`src/rtl/arena_pkg.sv`:
```
// Shared arena definitions: graph size, path depth, directions and the
// node adjacency table used by path planning and path mapping.
package arena_pkg;

    localparam int NODE_COUNT = 30;
    localparam int PATH_DEPTH = 16;
    localparam logic [4:0] NO_EDGE = 5'd31;

    typedef enum logic [1:0] {
        DIR_N = 2'd0,
        DIR_E = 2'd1,
        DIR_S = 2'd2,
        DIR_W = 2'd3
    } dir_e;

    typedef enum logic [2:0] {
        ST_IDLE = 3'd0,
        ST_INIT = 3'd1,
        ST_DEQ  = 3'd2,
        ST_EXP  = 3'd3,
        ST_BACK = 3'd4,
        ST_EMIT = 3'd5,
        ST_DONE = 3'd6
    } plan_state_e;

    // One row per node, packed {N, E, S, W}; 31 marks a missing edge.
    localparam logic [19:0] ADJ_ROM [NODE_COUNT] = '{
        {5'd31, 5'd1,  5'd31, 5'd31},
        {5'd29, 5'd2,  5'd31, 5'd0 },
        {5'd31, 5'd3,  5'd31, 5'd1 },
        {5'd31, 5'd4,  5'd28, 5'd2 },
        {5'd31, 5'd5,  5'd31, 5'd3 },
        {5'd31, 5'd6,  5'd31, 5'd4 },
        {5'd31, 5'd7,  5'd31, 5'd5 },
        {5'd31, 5'd8,  5'd31, 5'd6 },
        {5'd31, 5'd9,  5'd31, 5'd7 },
        {5'd10, 5'd11, 5'd31, 5'd8 },
        {5'd31, 5'd31, 5'd9,  5'd31},
        {5'd31, 5'd12, 5'd31, 5'd9 },
        {5'd31, 5'd13, 5'd31, 5'd11},
        {5'd31, 5'd14, 5'd31, 5'd12},
        {5'd31, 5'd15, 5'd31, 5'd13},
        {5'd31, 5'd16, 5'd31, 5'd14},
        {5'd31, 5'd17, 5'd31, 5'd15},
        {5'd31, 5'd18, 5'd31, 5'd16},
        {5'd31, 5'd19, 5'd31, 5'd17},
        {5'd31, 5'd31, 5'd31, 5'd18},
        {5'd31, 5'd21, 5'd31, 5'd29},
        {5'd31, 5'd22, 5'd31, 5'd20},
        {5'd31, 5'd23, 5'd31, 5'd21},
        {5'd31, 5'd24, 5'd31, 5'd22},
        {5'd31, 5'd25, 5'd31, 5'd23},
        {5'd31, 5'd31, 5'd31, 5'd24},
        {5'd28, 5'd27, 5'd31, 5'd31},
        {5'd31, 5'd31, 5'd31, 5'd26},
        {5'd3,  5'd31, 5'd26, 5'd31},
        {5'd31, 5'd20, 5'd1,  5'd31}
    };

    function automatic logic [4:0] adj_nb(
        input logic [4:0] node,
        input dir_e       dir
    );
        logic [19:0] w_row;
        logic [4:0]  w_nb;
        w_row = {4{NO_EDGE}};
        if (node < 5'(NODE_COUNT)) begin
            w_row = ADJ_ROM[node];
        end
        unique case (dir)
            DIR_N:   w_nb = w_row[19:15];
            DIR_E:   w_nb = w_row[14:10];
            DIR_S:   w_nb = w_row[9:5];
            default: w_nb = w_row[4:0];
        endcase
        return w_nb;
    endfunction

endpackage

```
`src/rtl/path_planner_fifo.sv`:
```
// 32-entry node queue for the breadth-first search frontier.
module node_fifo
    import arena_pkg::*;
(
    input  logic       i_clk,
    input  logic       i_reset,
    input  logic       i_clr,
    input  logic       i_push,
    input  logic [4:0] i_din,
    input  logic       i_pop,
    output logic [4:0] o_dout,
    output logic       o_empty
);

    logic [4:0] r_mem [32];
    logic [4:0] r_head;
    logic [4:0] r_tail;

    // Clearing drops stale entries by catching head up to tail, so a
    // push in the same cycle becomes the only entry.
    always_ff @(posedge i_clk) begin
        if (i_reset) begin
            r_head <= 5'd0;
            r_tail <= 5'd0;
        end else begin
            if (i_push) begin
                r_tail <= r_tail + 5'd1;
            end
            if (i_clr) begin
                r_head <= r_tail;
            end else if (i_pop) begin
                r_head <= r_head + 5'd1;
            end
        end
    end

    always_ff @(posedge i_clk) begin
        if (i_push) begin
            r_mem[r_tail] <= i_din;
        end
    end

    assign o_dout  = r_mem[r_head];
    assign o_empty = (r_head == r_tail);

endmodule

```
`src/rtl/path_planner.sv`:
```
// Breadth-first minimum-hop route search over the arena graph; streams
// the route start-first into the path-mapping load interface.
module path_planner
    import arena_pkg::*;
(
    input  logic       clk_3125KHz,
    input  logic       reset,
    input  logic       start,
    input  logic [4:0] start_node,
    input  logic [4:0] end_node,
    output logic       busy,
    output logic       path_input,
    output logic [4:0] path_planned,
    output logic [4:0] path_len,
    output logic       path_done,
    output logic       error
);

    localparam logic [4:0] NODES5 = 5'(NODE_COUNT);
    localparam logic [4:0] DEPTH5 = 5'(PATH_DEPTH);

    plan_state_e r_state;
    plan_state_e w_next;

    logic [4:0]            r_start;
    logic [4:0]            r_end;
    logic [4:0]            r_cur;
    dir_e                  r_dir;
    logic [4:0]            r_sp;
    logic [4:0]            r_len;
    logic                  r_err;
    logic [NODE_COUNT-1:0] r_visited;
    logic [4:0]            r_parent [NODE_COUNT];
    logic [4:0]            r_stack [PATH_DEPTH];

    logic [4:0] w_nb;
    logic       w_nb_new;
    logic       w_bad_node;
    logic       w_fail;
    logic [3:0] w_top;
    logic       w_clr;
    logic       w_push;
    logic       w_pop;
    logic [4:0] w_fifo_din;
    logic [4:0] w_fifo_dout;
    logic       w_fifo_empty;

    node_fifo u_fifo (
        .i_clk   (clk_3125KHz),
        .i_reset (reset),
        .i_clr   (w_clr),
        .i_push  (w_push),
        .i_din   (w_fifo_din),
        .i_pop   (w_pop),
        .o_dout  (w_fifo_dout),
        .o_empty (w_fifo_empty)
    );

    assign w_nb       = adj_nb(r_cur, r_dir);
    assign w_nb_new   = (w_nb < NODES5) && !r_visited[w_nb];
    assign w_bad_node = (r_start >= NODES5) || (r_end >= NODES5);
    assign w_top      = 4'(r_sp - 5'd1);

    always_ff @(posedge clk_3125KHz) begin
        if (reset) begin
            r_state <= ST_IDLE;
        end else begin
            r_state <= w_next;
        end
    end

    always_comb begin
        w_next     = r_state;
        w_clr      = 1'b0;
        w_push     = 1'b0;
        w_pop      = 1'b0;
        w_fifo_din = r_start;
        unique case (r_state)
            ST_IDLE: begin
                if (start) begin
                    w_next = ST_INIT;
                end
            end
            ST_INIT: begin
                if (w_bad_node) begin
                    w_next = ST_DONE;
                end else begin
                    w_clr  = 1'b1;
                    w_push = 1'b1;
                    w_next = ST_DEQ;
                end
            end
            ST_DEQ: begin
                if (w_fifo_empty) begin
                    w_next = ST_DONE;
                end else begin
                    w_pop  = 1'b1;
                    w_next = (w_fifo_dout == r_end) ? ST_BACK : ST_EXP;
                end
            end
            ST_EXP: begin
                w_fifo_din = w_nb;
                w_push     = w_nb_new;
                if (r_dir == DIR_W) begin
                    w_next = ST_DEQ;
                end
            end
            ST_BACK: begin
                if (r_sp == DEPTH5) begin
                    w_next = ST_DONE;
                end else if (r_cur == r_start) begin
                    w_next = ST_EMIT;
                end
            end
            ST_EMIT: begin
                if (r_sp == 5'd1) begin
                    w_next = ST_DONE;
                end
            end
            ST_DONE: begin
                w_next = ST_IDLE;
            end
            default: begin
                w_next = ST_IDLE;
            end
        endcase
    end

    // Every way into DONE other than a finished stream is a failure.
    assign w_fail = (w_next == ST_DONE) && (r_state != ST_EMIT);

    always_ff @(posedge clk_3125KHz) begin
        if (reset) begin
            r_start   <= 5'd0;
            r_end     <= 5'd0;
            r_cur     <= 5'd0;
            r_dir     <= DIR_N;
            r_sp      <= 5'd0;
            r_len     <= 5'd0;
            r_err     <= 1'b0;
            r_visited <= '0;
        end else begin
            unique case (r_state)
                ST_IDLE: begin
                    if (start) begin
                        r_start <= start_node;
                        r_end   <= end_node;
                        r_err   <= 1'b0;
                        r_len   <= 5'd0;
                    end
                end
                ST_INIT: begin
                    r_visited <= {{(NODE_COUNT-1){1'b0}}, 1'b1} << r_start;
                    r_sp      <= 5'd0;
                end
                ST_DEQ: begin
                    r_cur <= w_fifo_dout;
                    r_dir <= DIR_N;
                end
                ST_EXP: begin
                    if (w_nb_new) begin
                        r_visited[w_nb] <= 1'b1;
                    end
                    r_dir <= dir_e'(r_dir + 2'd1);
                end
                ST_BACK: begin
                    if (r_sp != DEPTH5) begin
                        r_sp <= r_sp + 5'd1;
                        if (r_cur == r_start) begin
                            r_len <= r_sp + 5'd1;
                        end else begin
                            r_cur <= r_parent[r_cur];
                        end
                    end
                end
                ST_EMIT: begin
                    r_sp <= r_sp - 5'd1;
                end
                default: begin
                end
            endcase
            if (w_fail) begin
                r_err <= 1'b1;
            end
        end
    end

    always_ff @(posedge clk_3125KHz) begin
        if (r_state == ST_EXP && w_nb_new) begin
            r_parent[w_nb] <= r_cur;
        end
        if (r_state == ST_BACK && r_sp != DEPTH5) begin
            r_stack[r_sp[3:0]] <= r_cur;
        end
    end

    assign busy         = (r_state != ST_IDLE) && (r_state != ST_DONE);
    assign path_input   = (r_state == ST_EMIT);
    assign path_planned = path_input ? r_stack[w_top] : 5'd0;
    assign path_len     = r_len;
    assign path_done    = (r_state == ST_DONE);
    assign error        = r_err;

endmodule
```
`config.mk`:
```
export PLATFORM = sky130hd
export DESIGN_NAME = path_planner
export DESIGN_NICKNAME = d
export VERILOG_FILES = /design/src/rtl/arena_pkg.sv /design/src/rtl/path_planner_fifo.sv /design/src/rtl/path_planner.sv
export SDC_FILE = /design/constraint.sdc
export NUM_CORES = 1
export LEC_CHECK = 0
export CAP_MARGIN = 20
export CORE_MARGIN = 8
export CORE_UTILIZATION = 50
export CTS_BUF_LIST = sky130_fd_sc_hd__clkbuf_4
export DETAILED_ROUTE_END_ITERATION = 6
export GPL_TIMING_DRIVEN = 1
export PLACE_DENSITY = 0.66
export SYNTH_ARGS = -nofsm -noshare
export SYNTH_HDL_FRONTEND = slang
export SYNTH_SLANG_ARGS = --single-unit
```
`constraint.sdc`:
```
create_clock -name clk_3125KHz -period 8.66 [get_ports clk_3125KHz]
set_input_delay 0.866 -clock clk_3125KHz [delete_from_list [all_inputs] [get_ports clk_3125KHz]]
set_output_delay 0.866 -clock clk_3125KHz [all_outputs]
set_load 0.02 [all_outputs]
```
==> impl_metrics.sql <==
INSERT INTO impl_metrics (metric_group, metric, value, unit) VALUES
('status', 'run_status', 'finished, final reports clean', ''),
('grt', 'grt_antenna_before_repair', '1', ''),
('layout', 'layout.nets', '1438', ''),
('pwr', 'total_leakage_power', '7.88', 'nW'),
('clock_network', 'post_cts.resized_instances', '0', ''),
('clock_network', 'cts_max_path_buffers', '3', ''),
('worst_setup_path', 'critical_path.endpoint_type', 'output port', ''),
('clock_network', 'cts.clk_slew.worst_paths', '0.06', 'ns'),
('sta', 'hold_viol', '0', ''),
('sta', 'maxClockFrequency', '0.190', 'GHz'),
('clock_network', 'worst_skew_pair.late_latency', '0.83', 'ns'),
('floorplanning', 'floorplan.core_area', '41600', 'sq um'),
('logic_synthesis', 'synth_top_area_share', '56.0', '%'),
('clock_network', 'cts_tree', 'built', ''),
('layout', 'post_route_cells_drive_above_1_share', '27.0', '%'),
('drt', 'viasPerCell', '6.09', ''),
('logic_synthesis', 'synth_enable_flop_cells', '390', ''),
('logic_synthesis', 'postSynthNetCount', '1367', ''),
('clock_network', 'cts_hold_buf', '0', ''),
('placed_design', 'gp_routability_congestion', '0.890', ''),
('layout', 'final_cell_area', '23200', 'sq um'),
('drt', 'route.vias.total', '12452', ''),
('logic_synthesis', 'netlist_area', '20900', 'sq um'),
('drt', 'route.final.wire_length', '47900', 'microns'),
('sta', 'setup_violations', '0', ''),
('placed_design', 'detailed_place_hpwl', '30500', 'microns'),
('floorplanning', 'die-height', '220', 'microns'),
('worst_setup_path', 'setup.worst_path.start_class', 'register', ''),
('worst_setup_path', 'worst_path_required_time', '7.79', 'ns'),
('worst_setup_path', 'worst_ep_arrival_time', '4.39', 'ns'),
('worst_setup_path', 'critical_path_fanout_max', '27', ''),
('floorplanning', 'die_w', '220', 'microns'),
('grt', 'globalRouteMet2Util', '30.9', '%'),
('floorplanning', 'initial_core_util', '50.3', '%'),
('grt', 'first_global_vias', '12729', ''),
('pwr', 'totalPowerFinal', '6.69', 'mW'),
('sta', 'finalClockSkew', '0.0822', 'ns'),
('flow_run', 'cap_violations', '0', ''),
('drt', 'remaining_drc_errors', '0', ''),
('logic_synthesis', 'yosys_warning_total', '0', ''),
('floorplanning', 'count_of_pins_on_the_block_boundary', '27', ''),
('logic_synthesis', 'async_flop_share', '0', '%'),
('logic_synthesis', 'synthesis.instances', '1334', ''),
('clock_network', 'numCtsBuffers', '114', ''),
('hold_path', 'min_path_type', 'register to register', ''),
('clock_network', 'cts.htree.levels', '3', ''),
('logic_synthesis', 'post_synth_num_cell_types', '82', ''),
('floorplanning', 'die_area', '48600', 'sq um'),
('logic_synthesis', 'synth_top_cells_by_area', 'sky130_fd_sc_hd__edfxtp_1 56%, sky130_fd_sc_hd__mux4_2 12%, sky130_fd_sc_hd__dfxtp_1 7.8%', ''),
('worst_setup_path', 'worst-setup-path-type', 'register to output port', ''),
('clock_network', 'root_buffer', 'sky130_fd_sc_hd__clkbuf_4', ''),
('clock_network', 'post_cts_buffers', '0', ''),
('logic_synthesis', 'synth_top_flop_cell', 'sky130_fd_sc_hd__edfxtp_1', ''),
('grt', 'grt_pass1_wl', '75100', 'microns'),
('sta', 'finalWorstPathRequiredPeriod', '5.26', 'ns'),
('pwr', 'power_density_over_cell_area', '289', 'nW/um^2'),
('drt', 'route.antenna.remaining_nets', '0', ''),
('layout', 'layout.core_utilization', '55.7', '%'),
('sta', 'slew_violations', '0', ''),
('logic_synthesis', 'ff_latch_count_synth', '471', ''),
('sta', 'tightestPinTransition', '1.10', 'ns'),
('grt', 'grt_busiest_layer', 'met2', ''),
('sta', 'totalNegativeSetupSlack', '0', 'ns'),
('floorplanning', 'core.rowCount', '75', ''),
('drt', 'drt_pass1_iterations', '7', ''),
('grt', 'track_usage', '20.3', '%'),
('grt', 'global_route.usage.met1', '28.7', '%'),
('logic_synthesis', 'synthesis.area_per_instance', '15.7', 'sq um'),
('logic_synthesis', 'post-synth-top-area-cell', 'sky130_fd_sc_hd__edfxtp_1', ''),
('pwr', 'ir_worst_vdd', '0.131', 'mV'),
('grt', 'grt_max_degree', '63', ''),
('placed_design', 'placement.cell_area', '21600', 'sq um'),
('sta', 'rsz0062_at_grt', 'no', ''),
('logic_synthesis', 'synth_sequential_area_ratio', '63.8', '%'),
('layout', 'num-fill-cells', '3261', ''),
('sta', 'fin_crit_sh', '60.7', '%'),
('grt', 'global_route.overflow_total', '0', ''),
('layout', 'layout_stage_area_growth_over_the_synthesis_result', '10.9', '%'),
('drt', 'wire_per_inst', '23.4', 'microns'),
('sta', 'max-slew-margin-rel', '26.4', '%'),
('placed_design', 'placement.io_buffers', '26', ''),
('clock_network', 'clkSinkCount', '471', ''),
('grt', 'globalRouteMet3Util', '4.47', '%'),
('drt', 'drt_iter0_markers', '1295', '');
## worst paths after layout
| check | from | endpoint | slack (ns) | cells past startpoint |
|---|---|---|---|---|
| worst min register to register | path_len[1] | path_len[1] | 0.48 | 2 |
| worst min-delay path | path_len[1] | path_len[1] | 0.48 | 2 |
| worst max register to register | r_cur[0] | u_fifo.r_mem[12][1] | 3.56 | 13 |
| worst max-delay path | r_sp[0] | path_planned[0] | 3.40 | 8 |
## per-stage QoR
step	hold WS [ns]	std cells	setup WS (ns)
detailed placement	0.469	1828	3.65
CTS	0.479	2041	3.21
finish	0.480	2044	3.40
global route	0.505	2042	3.06
global placement	0.466	1827	3.84
floorplan	0.449	1334	4.29
## routing by layer
metal / part of all wire, % / wire length, microns
met1: 44 / 21000
met2: 46 / 22000
met3: 7.9 / 3790
met4: 2.1 / 987
met5: 0 / 0
## Yosys cell counts, drive strengths merged (20+ instances only)
cell and count:
nor2 63, nand3 33, and3 41, o211a 28
ha 20, dfxtp 81, mux4 114, buf 42
clkbuf 54, edfxtp 390, o22ai 21, a21oi 69
o21ai 29, nand2 56, nor3b 40, nor2b 20
inv 20, a211oi 24, mux2i 28
## registers in the layout (all words and copies together) (netlist names), named ones only
name,cells
u_fifo.r_mem,160
r_parent,150
r_stack,80
r_visited,30
path_len,5
r_cur,5
r_end,5
r_sp,5
r_start,5
u_fifo.r_head,5
u_fifo.r_tail,5
r_state,3
r_dir,2
error,1
## layout make-up
class,count,area (sq um),area share [%]
clock inverter,34,215,0.929
tap,539,674,2.91
sequential,471,13300,57.6
clock buffer,179,1340,5.80
multi-input combinational,747,7070,30.5
inverter,20,75.1,0.324
antenna,3,7.51,0.0324
timing repair buffer,51,450,1.94
## critical path: stages, from the launching register on
cell,delay (ns)
sky130_fd_sc_hd__dfxtp_1,0.31
sky130_fd_sc_hd__buf_4,0.40
sky130_fd_sc_hd__inv_1,0.17
sky130_fd_sc_hd__ha_1,1.00
sky130_fd_sc_hd__mux4_2,0.36
sky130_fd_sc_hd__nor2b_1,0.12
sky130_fd_sc_hd__a211oi_1,0.06
sky130_fd_sc_hd__a211oi_1,0.44
sky130_fd_sc_hd__clkdlybuf4s50_1,0.69
## cell usage in the layout (no fill, tap or decap), types with 6 or more instances in the layout
| cell type | count |
|---|---|
| sky130_fd_sc_hd__dfxtp_2 | 8 |
| sky130_fd_sc_hd__and3_1 | 41 |
| sky130_fd_sc_hd__mux4_2 | 114 |
| sky130_fd_sc_hd__mux2i_1 | 28 |
| sky130_fd_sc_hd__ha_1 | 20 |
| sky130_fd_sc_hd__edfxtp_1 | 390 |
| sky130_fd_sc_hd__nor2b_1 | 20 |
| sky130_fd_sc_hd__nand2b_1 | 9 |
| sky130_fd_sc_hd__o32ai_1 | 9 |
| sky130_fd_sc_hd__clkbuf_4 | 179 |
| sky130_fd_sc_hd__nor3b_1 | 7 |
| sky130_fd_sc_hd__nor3b_2 | 33 |
| sky130_fd_sc_hd__clkinv_1 | 26 |
| sky130_fd_sc_hd__a221oi_1 | 6 |
| sky130_fd_sc_hd__nand3_1 | 33 |
| sky130_fd_sc_hd__nor2_1 | 58 |
| sky130_fd_sc_hd__a21oi_1 | 67 |
| sky130_fd_sc_hd__o211a_1 | 28 |
| sky130_fd_sc_hd__mux2_2 | 9 |
| sky130_fd_sc_hd__and2_1 | 11 |
| sky130_fd_sc_hd__nand3b_1 | 7 |
| sky130_fd_sc_hd__dfxtp_1 | 73 |
| sky130_fd_sc_hd__o22ai_1 | 21 |
| sky130_fd_sc_hd__o21ai_0 | 21 |
| sky130_fd_sc_hd__or3_1 | 7 |
| sky130_fd_sc_hd__xnor2_1 | 11 |
| sky130_fd_sc_hd__clkdlybuf4s50_1 | 25 |
| sky130_fd_sc_hd__inv_1 | 20 |
| sky130_fd_sc_hd__o21ai_2 | 6 |
| sky130_fd_sc_hd__nand2_1 | 55 |
| sky130_fd_sc_hd__nor3_1 | 9 |
| sky130_fd_sc_hd__a211oi_1 | 22 |
| sky130_fd_sc_hd__xor2_1 | 11 |
| sky130_fd_sc_hd__buf_4 | 24 |
## power breakdown
part           total, mW  internal (mW)  switching [mW]
Clock               1.90           1.03           0.873
Combinational       1.86          0.699            1.16
Sequential          2.92           2.74           0.179
## cell families after synthesis
kind of cell             Yosys count  synth area share, %
flip-flops                       471                 63.8
AND/OR/NAND/NOR                  321                 9.37
AO/OA/AOI/OAI                    231                 7.93
multiplexers                     153                 14.2
buffers and inverters            116                 2.58
XOR/XNOR                          22                0.922
adder cells (fa/ha/maj)           20                 1.20
(Power assumes the default switching activity.)
==> edit 1, RTL diff (same flow settings) <==
Reset style: asynchronous (`i_reset` and `reset`), changed in 3 clocked blocks.
--- a/src/rtl/path_planner_fifo.sv
+++ b/src/rtl/path_planner_fifo.sv
@@ -18,7 +18,7 @@
 
     // Clearing drops stale entries by catching head up to tail, so a
     // push in the same cycle becomes the only entry.
-    always_ff @(posedge i_clk) begin
+    always_ff @(posedge i_clk or posedge i_reset) begin
         if (i_reset) begin
             r_head <= 5'd0;
             r_tail <= 5'd0;
--- a/src/rtl/path_planner.sv
+++ b/src/rtl/path_planner.sv
@@ -61,7 +61,7 @@
     assign w_bad_node = (r_start >= NODES5) || (r_end >= NODES5);
     assign w_top      = 4'(r_sp - 5'd1);
 
-    always_ff @(posedge clk_3125KHz) begin
+    always_ff @(posedge clk_3125KHz or posedge reset) begin
         if (reset) begin
             r_state <= ST_IDLE;
         end else begin
@@ -129,7 +129,7 @@
     // Every way into DONE other than a finished stream is a failure.
     assign w_fail = (w_next == ST_DONE) && (r_state != ST_EMIT);
 
-    always_ff @(posedge clk_3125KHz) begin
+    always_ff @(posedge clk_3125KHz or posedge reset) begin
         if (reset) begin
             r_start   <= 5'd0;
             r_end     <= 5'd0;
Formal check against the unedited RTL: differs if reset is asserted again (counterexample within 4 cycles, from zero or initial values and one cycle with reset high); with reset held inactive, the same outputs for 4 cycles.
==> edit 1 against the unedited design <==
- register-to-register slack lost 970 ps
- largest cell class unchanged
- critical endpoint is now u_fifo.r_mem[24][2]$_DFFE_PP_
- cell area shrank 0.58%
- worst setup slack lost 810 ps
- routed wire length grew 5.4%
- fmax shrank 13%
- worst hold slack lost 2.6 ps
- cell count grew 1.3%
- die area shrank 0.14%
- critical path type is now flop to flop
- sequential cell count shrank 10
- synthesized area shrank 0.15%
Power is not compared: it rests on default switching activity, and its combinational part moved more than twofold at a synthesized area within 25%.
==> edit 1: results (changes against the unedited design) <==
Syn nets -> 1409 (+3.1%)
Initial antenna violation count -> 2 (+1)
Hold EP -> r_visited[4]$_DFFE_PP0P_
Commonest cells post-synth -> edfxtp_1, nand2_1, mux4_2
Layout cells sized above 1 -> 0.237 (-0.0337)
Final nets -> 1468 (+2.1%)
DP Area -> 21600 sq um (-0.19%)
Status -> finished, final reports clean
Critical-path top delay cell -> dfrtp_2
Hold_ws -> 477 ps (-2.59 ps)
Final wirelength -> 50.4 mm (+5.4%)
Largest stage delay on the critical path -> 750 ps (-250 ps)
DRT iter0 DRCs -> 1064 (-18%)
GP Congestion -> 0.887 (-0.39%)
CP arrival -> 6520 ps (+2130 ps)
Gr usage total -> 0.213 (+0.0104)
Asr flop ratio synth -> 0.154 (+0.154)
Crit-path max FO -> 73 (+170%)
Sequential share of the synthesized area -> 0.646 (+0.00839)
Multi-input gate area -> 6930 sq um (-1.9%)
Placed cell count -> 1858 (+1.6%)
Top post-synthesis cells by area -> edfxtp_1, mux4_2, dfrtp_1, nand2_1, a21oi_1
Reg2Reg Depth -> 12 (-1)
Final HPWL DP -> 32.2 mm (+5.5%)
Post-synth EDFFs -> 390 (unchanged)
Worst r2r dst -> u_fifo.r_mem[24][2]$_DFFE_PP_
Slew @ Worst Pin -> 1180 ps (+76.0 ps)
Filler instances -> 3334 (+2.2%)
Cts bufs inserted -> 112 (-1.8%)
R2R Setup Slk -> 2590 ps (-970 ps)
Fin cells -> 2070 (+1.3%)
Clock latency on the worst-skew pair -> 850 ps (+20 ps)
Worst Hold Launch -> r_visited[4]$_DFFE_PP0P_
DRT Pass-1 Iters -> 6 (-1)
Largest net degree at the start of global routing -> 74 (+17%)
Mean Syn Cell Area -> 15.2 sq um (-3.2%)
Critical Path Start -> r_cur[3]$_DFFE_PP0P_
Vias in the first global route -> 12700 (+0.086%)
Vias/cell -> 6.22 (+2.1%)
-- edit 1: cell count changes in the layout (fill, tap and decap cells not counted), sizes merged, moves of 26 or more --
cell   before  now
nor3b      40    9
dfxtp      81    0
o211a      28    2
dfrtp       0   71
nand2      56  113
and3       41    5
-- edit 1: how the worst max path moves through the flow --
stage | end | slack (ps) | cells past startpoint
floorplan | u_fifo.r_mem[25][0]$_DFFE_PP_ | 3210 | 15
CTS | u_fifo.r_mem[24][2]$_DFFE_PP_ | 2550 | 11
detailed placement | r_parent[28][0]$_DFFE_PP_ | 2580 | 11
global route | u_fifo.r_mem[24][2]$_DFFE_PP_ | 2250 | 11
global placement | u_fifo.r_mem[1][2]$_DFFE_PP_ | 2740 | 11
finish | u_fifo.r_mem[24][2]$_DFFE_PP_ | 2590 | 12
-- edit 1: layout make-up --
cell class | count | area share
multi-input combinational | 791 | 0.301
clock buffer | 165 | 0.0538
clock inverter | 44 | 0.00869
antenna | 1 | 0.000109
timing repair buffer | 41 | 0.0169
tap | 539 | 0.0293
inverter | 28 | 0.00462
sequential | 461 | 0.586
-- edit 1: cell families after synthesis --
family	share of synthesized area
DFF	0.646
and+or+nand+nor	0.0915
AOI/OAI and AO/OA	0.0701
muxes	0.144
buffers and inverters	0.0254
xor gates and xnor gates	0.0105
adders and majority gates	0.0120
-- edit 1: layer usage --
metal / routed length [um] / vias up / part of all wire
met4: 1480 / 0 / 0.029
met1: 21900 / 6528 / 0.44
met5: 0 / - / 0
met2: 23000 / 611 / 0.46
li1: - / 5629 / -
met3: 4020 / 110 / 0.080
-- edit 1: critical path: cells and delay by family, from the launching register on --
| family | cells | cell delay, ps |
|---|---|---|
| compound gates | 5 | 2170 |
| buf+inv | 4 | 1860 |
| simple gates | 3 | 830 |
| flops | 1 | 750 |
==> edit 2, RTL diff (same settings) <==
Without the edit above. The package constant `PATH_DEPTH` goes from 16 to 32.
--- a/src/rtl/arena_pkg.sv
+++ b/src/rtl/arena_pkg.sv
@@ -3,7 +3,7 @@
 package arena_pkg;
 
     localparam int NODE_COUNT = 30;
-    localparam int PATH_DEPTH = 16;
+    localparam int PATH_DEPTH = 32;
     localparam logic [4:0] NO_EDGE = 5'd31;
 
     typedef enum logic [1:0] {
Formal check against the unedited RTL: not equivalent (Yosys sat finds a counterexample within 10 cycles, from zero or initial values and one cycle with reset high).
==> edit 2 against the unedited design <==
- cell count is 1.4% lower
- worst setup slack better by 36 ps
- register-to-register slack worse by 20 ps
- sequential cell count stayed put
- routed wire length is 0.27% lower
- cell area is 1.9% lower
- synthesized area is 1.3% lower
- count of clock-buffer cells in the layout is 16 lower
- global-route usage is 0.31 points lower
- combinational power is 24% lower
- power is 12% lower
==> edit 2: results (changes against the unedited design) <==
Cts repair resizes -> 0 (unchanged)
Top post-synthesis cells by area -> edfxtp_1, mux4_2, dfxtp_1, a21oi_1, nor3b_1
Layout cells sized above 1 -> 0.239 (-0.0313)
Status -> finished, final reports clean
Count of cell types in the netlist -> 74 (-9.8%)
Asr flop ratio synth -> 0 (unchanged)
Worst Hold Launch -> path_len[4]$_SDFFE_PP0P_
Synth Area in Compound Gates -> 0.0837 (+0.00438)
Mean Syn Cell Area -> 15.5 sq um (-1.1%)
Hold_ws -> 471 ps (-9.38 ps)
First-pass GRT wire length -> 72.9 mm (-2.9%)
Clock Path Buffers -> 3 (unchanged)
Vias/cell -> 6.17 (+1.3%)
Cts bufs inserted -> 115 (+0.88%)
Final wirelength -> 47.7 mm (-0.27%)
Fin cells -> 2015 (-1.4%)
Gr usage total -> 0.200 (-0.00309)
PortBufs -> 26 (unchanged)
Critical Path Start -> r_sp[0]$_SDFFE_PP0P_
Static Leak -> 7.67 nW (-2.6%)
Max reg flops -> 160 (unchanged)
Placed cell count -> 1817 (-0.60%)
Commonest cells post-synth -> edfxtp_1, mux4_2, dfxtp_1
Crit-path max FO -> 27 (unchanged)
DRT Pass-1 Iters -> 5 (-2)
R2R Setup Slk -> 3540 ps (-20 ps)
DRT iter0 DRCs -> 1096 (-15%)
Final nets -> 1437 (-0.070%)
Largest net degree at the start of global routing -> 61 (-3.2%)
CP arrival -> 4350 ps (-40 ps)
Clock latency on the worst-skew pair -> 800 ps (-30 ps)
Sequential share of the synthesized area -> 0.646 (+0.00839)
GP Congestion -> 0.921 (+3.5%)
Multiplexer share of the synthesized area -> 0.140 (-0.00183)
Synthesized-area fraction occupied by adder cells -> 0.0121 (+0.000158)
Vias in the first global route -> 12300 (-3.2%)
Yosys warns -> 0 (unchanged)
Path type of the worst min-delay path -> flop to flop
Postcts setup bufs -> 0 (unchanged)
Int Power -> 4.06 mW (-9.2%)
Clk_skew -> 46.6 ps (-35.6 ps)
Final HPWL DP -> 30.1 mm (-1.2%)
Xor/xnor share of the synthesized area -> 0.00892 (-0.000303)
Root Driver -> clkbuf_4
Worst r2r src -> r_cur[4]$_SDFFE_PP0P_
Slew @ Worst Pin -> 1110 ps (+5.56 ps)
Initial antenna violation count -> 3 (+2)
Post-synth EDFFs -> 390 (unchanged)
Peak supply drop -> 0.138 mV (+5.3%)
edit 2: cells by family after synthesis:
family	count (synthesis)
multiplexers	144
flip-flops	471
adder cells (fa/ha/maj)	20
buffers and inverters	120
AO/OA/AOI/OAI	241
XOR/XNOR	21
AND/OR/NAND/NOR	314
edit 2: per-layer routing:
metal	up-vias	global-route usage	part of all wire
met5	-	0	0
met2	527	0.321	0.49
met4	0	0.0861	0.032
li1	5556	-	-
met1	6228	0.263	0.42
met3	120	0.0394	0.065
edit 2: metrics by stage:
step / utilization / power, mW / worst slack (ps) / instance area, sq um
2_1_floorplan: - / 3.80 / 4160 / 20600
4_1_cts: 0.557 / 5.96 / 3270 / 22700
5_1_grt: 0.558 / 6.19 / 3100 / 22700
6_report: 0.558 / 5.91 / 3440 / 22700
3_3_place_gp: 0.523 / 4.26 / 3720 / 21300
3_5_place_dp: 0.524 / 4.27 / 3670 / 21400
edit 2: final cells by class:
| type | count | area [sq um] |
|---|---|---|
| Inverter | 25 | 93.8 |
| Multi-Input combinational cell | 740 | 6800 |
| Fill cell | 3263 | 18000 |
| Clock buffer | 163 | 1220 |
| Timing Repair Buffer | 51 | 475 |
| Antenna cell | 2 | 5.00 |
| Tap cell | 532 | 666 |
| Clock inverter | 31 | 125 |
| Sequential cell | 471 | 13300 |
edit 2: final timing paths:
path                              end  depth (start not counted)
max                   path_planned[2]                          8
min          path_len[4]$_SDFFE_PP0P_                          2
max reg2reg  r_parent[0][3]$_DFFE_PP_                         10
min reg2reg  path_len[4]$_SDFFE_PP0P_                          2
edit 2: power by group through the flow:
| stage | registers (mW) | logic, mW | clock network [mW] |
|---|---|---|---|
| floorplan | 2.81 | 0.993 | 0 |
| global placement | 2.87 | 1.39 | 0 |
| detailed placement | 2.87 | 1.40 | 0 |
| CTS | 2.82 | 1.41 | 1.73 |
| global route | 2.84 | 1.52 | 1.83 |
| finish | 2.83 | 1.41 | 1.68 |
edit 2: critical path, stage by stage (launching register included):
cell	delay (ps)
dfxtp_1	300
buf_4	410
inv_1	200
ha_1	1040
mux4_2	390
nor2b_1	140
a211oi_1	70
a211oi_1	320
clkdlybuf4s50_1	680
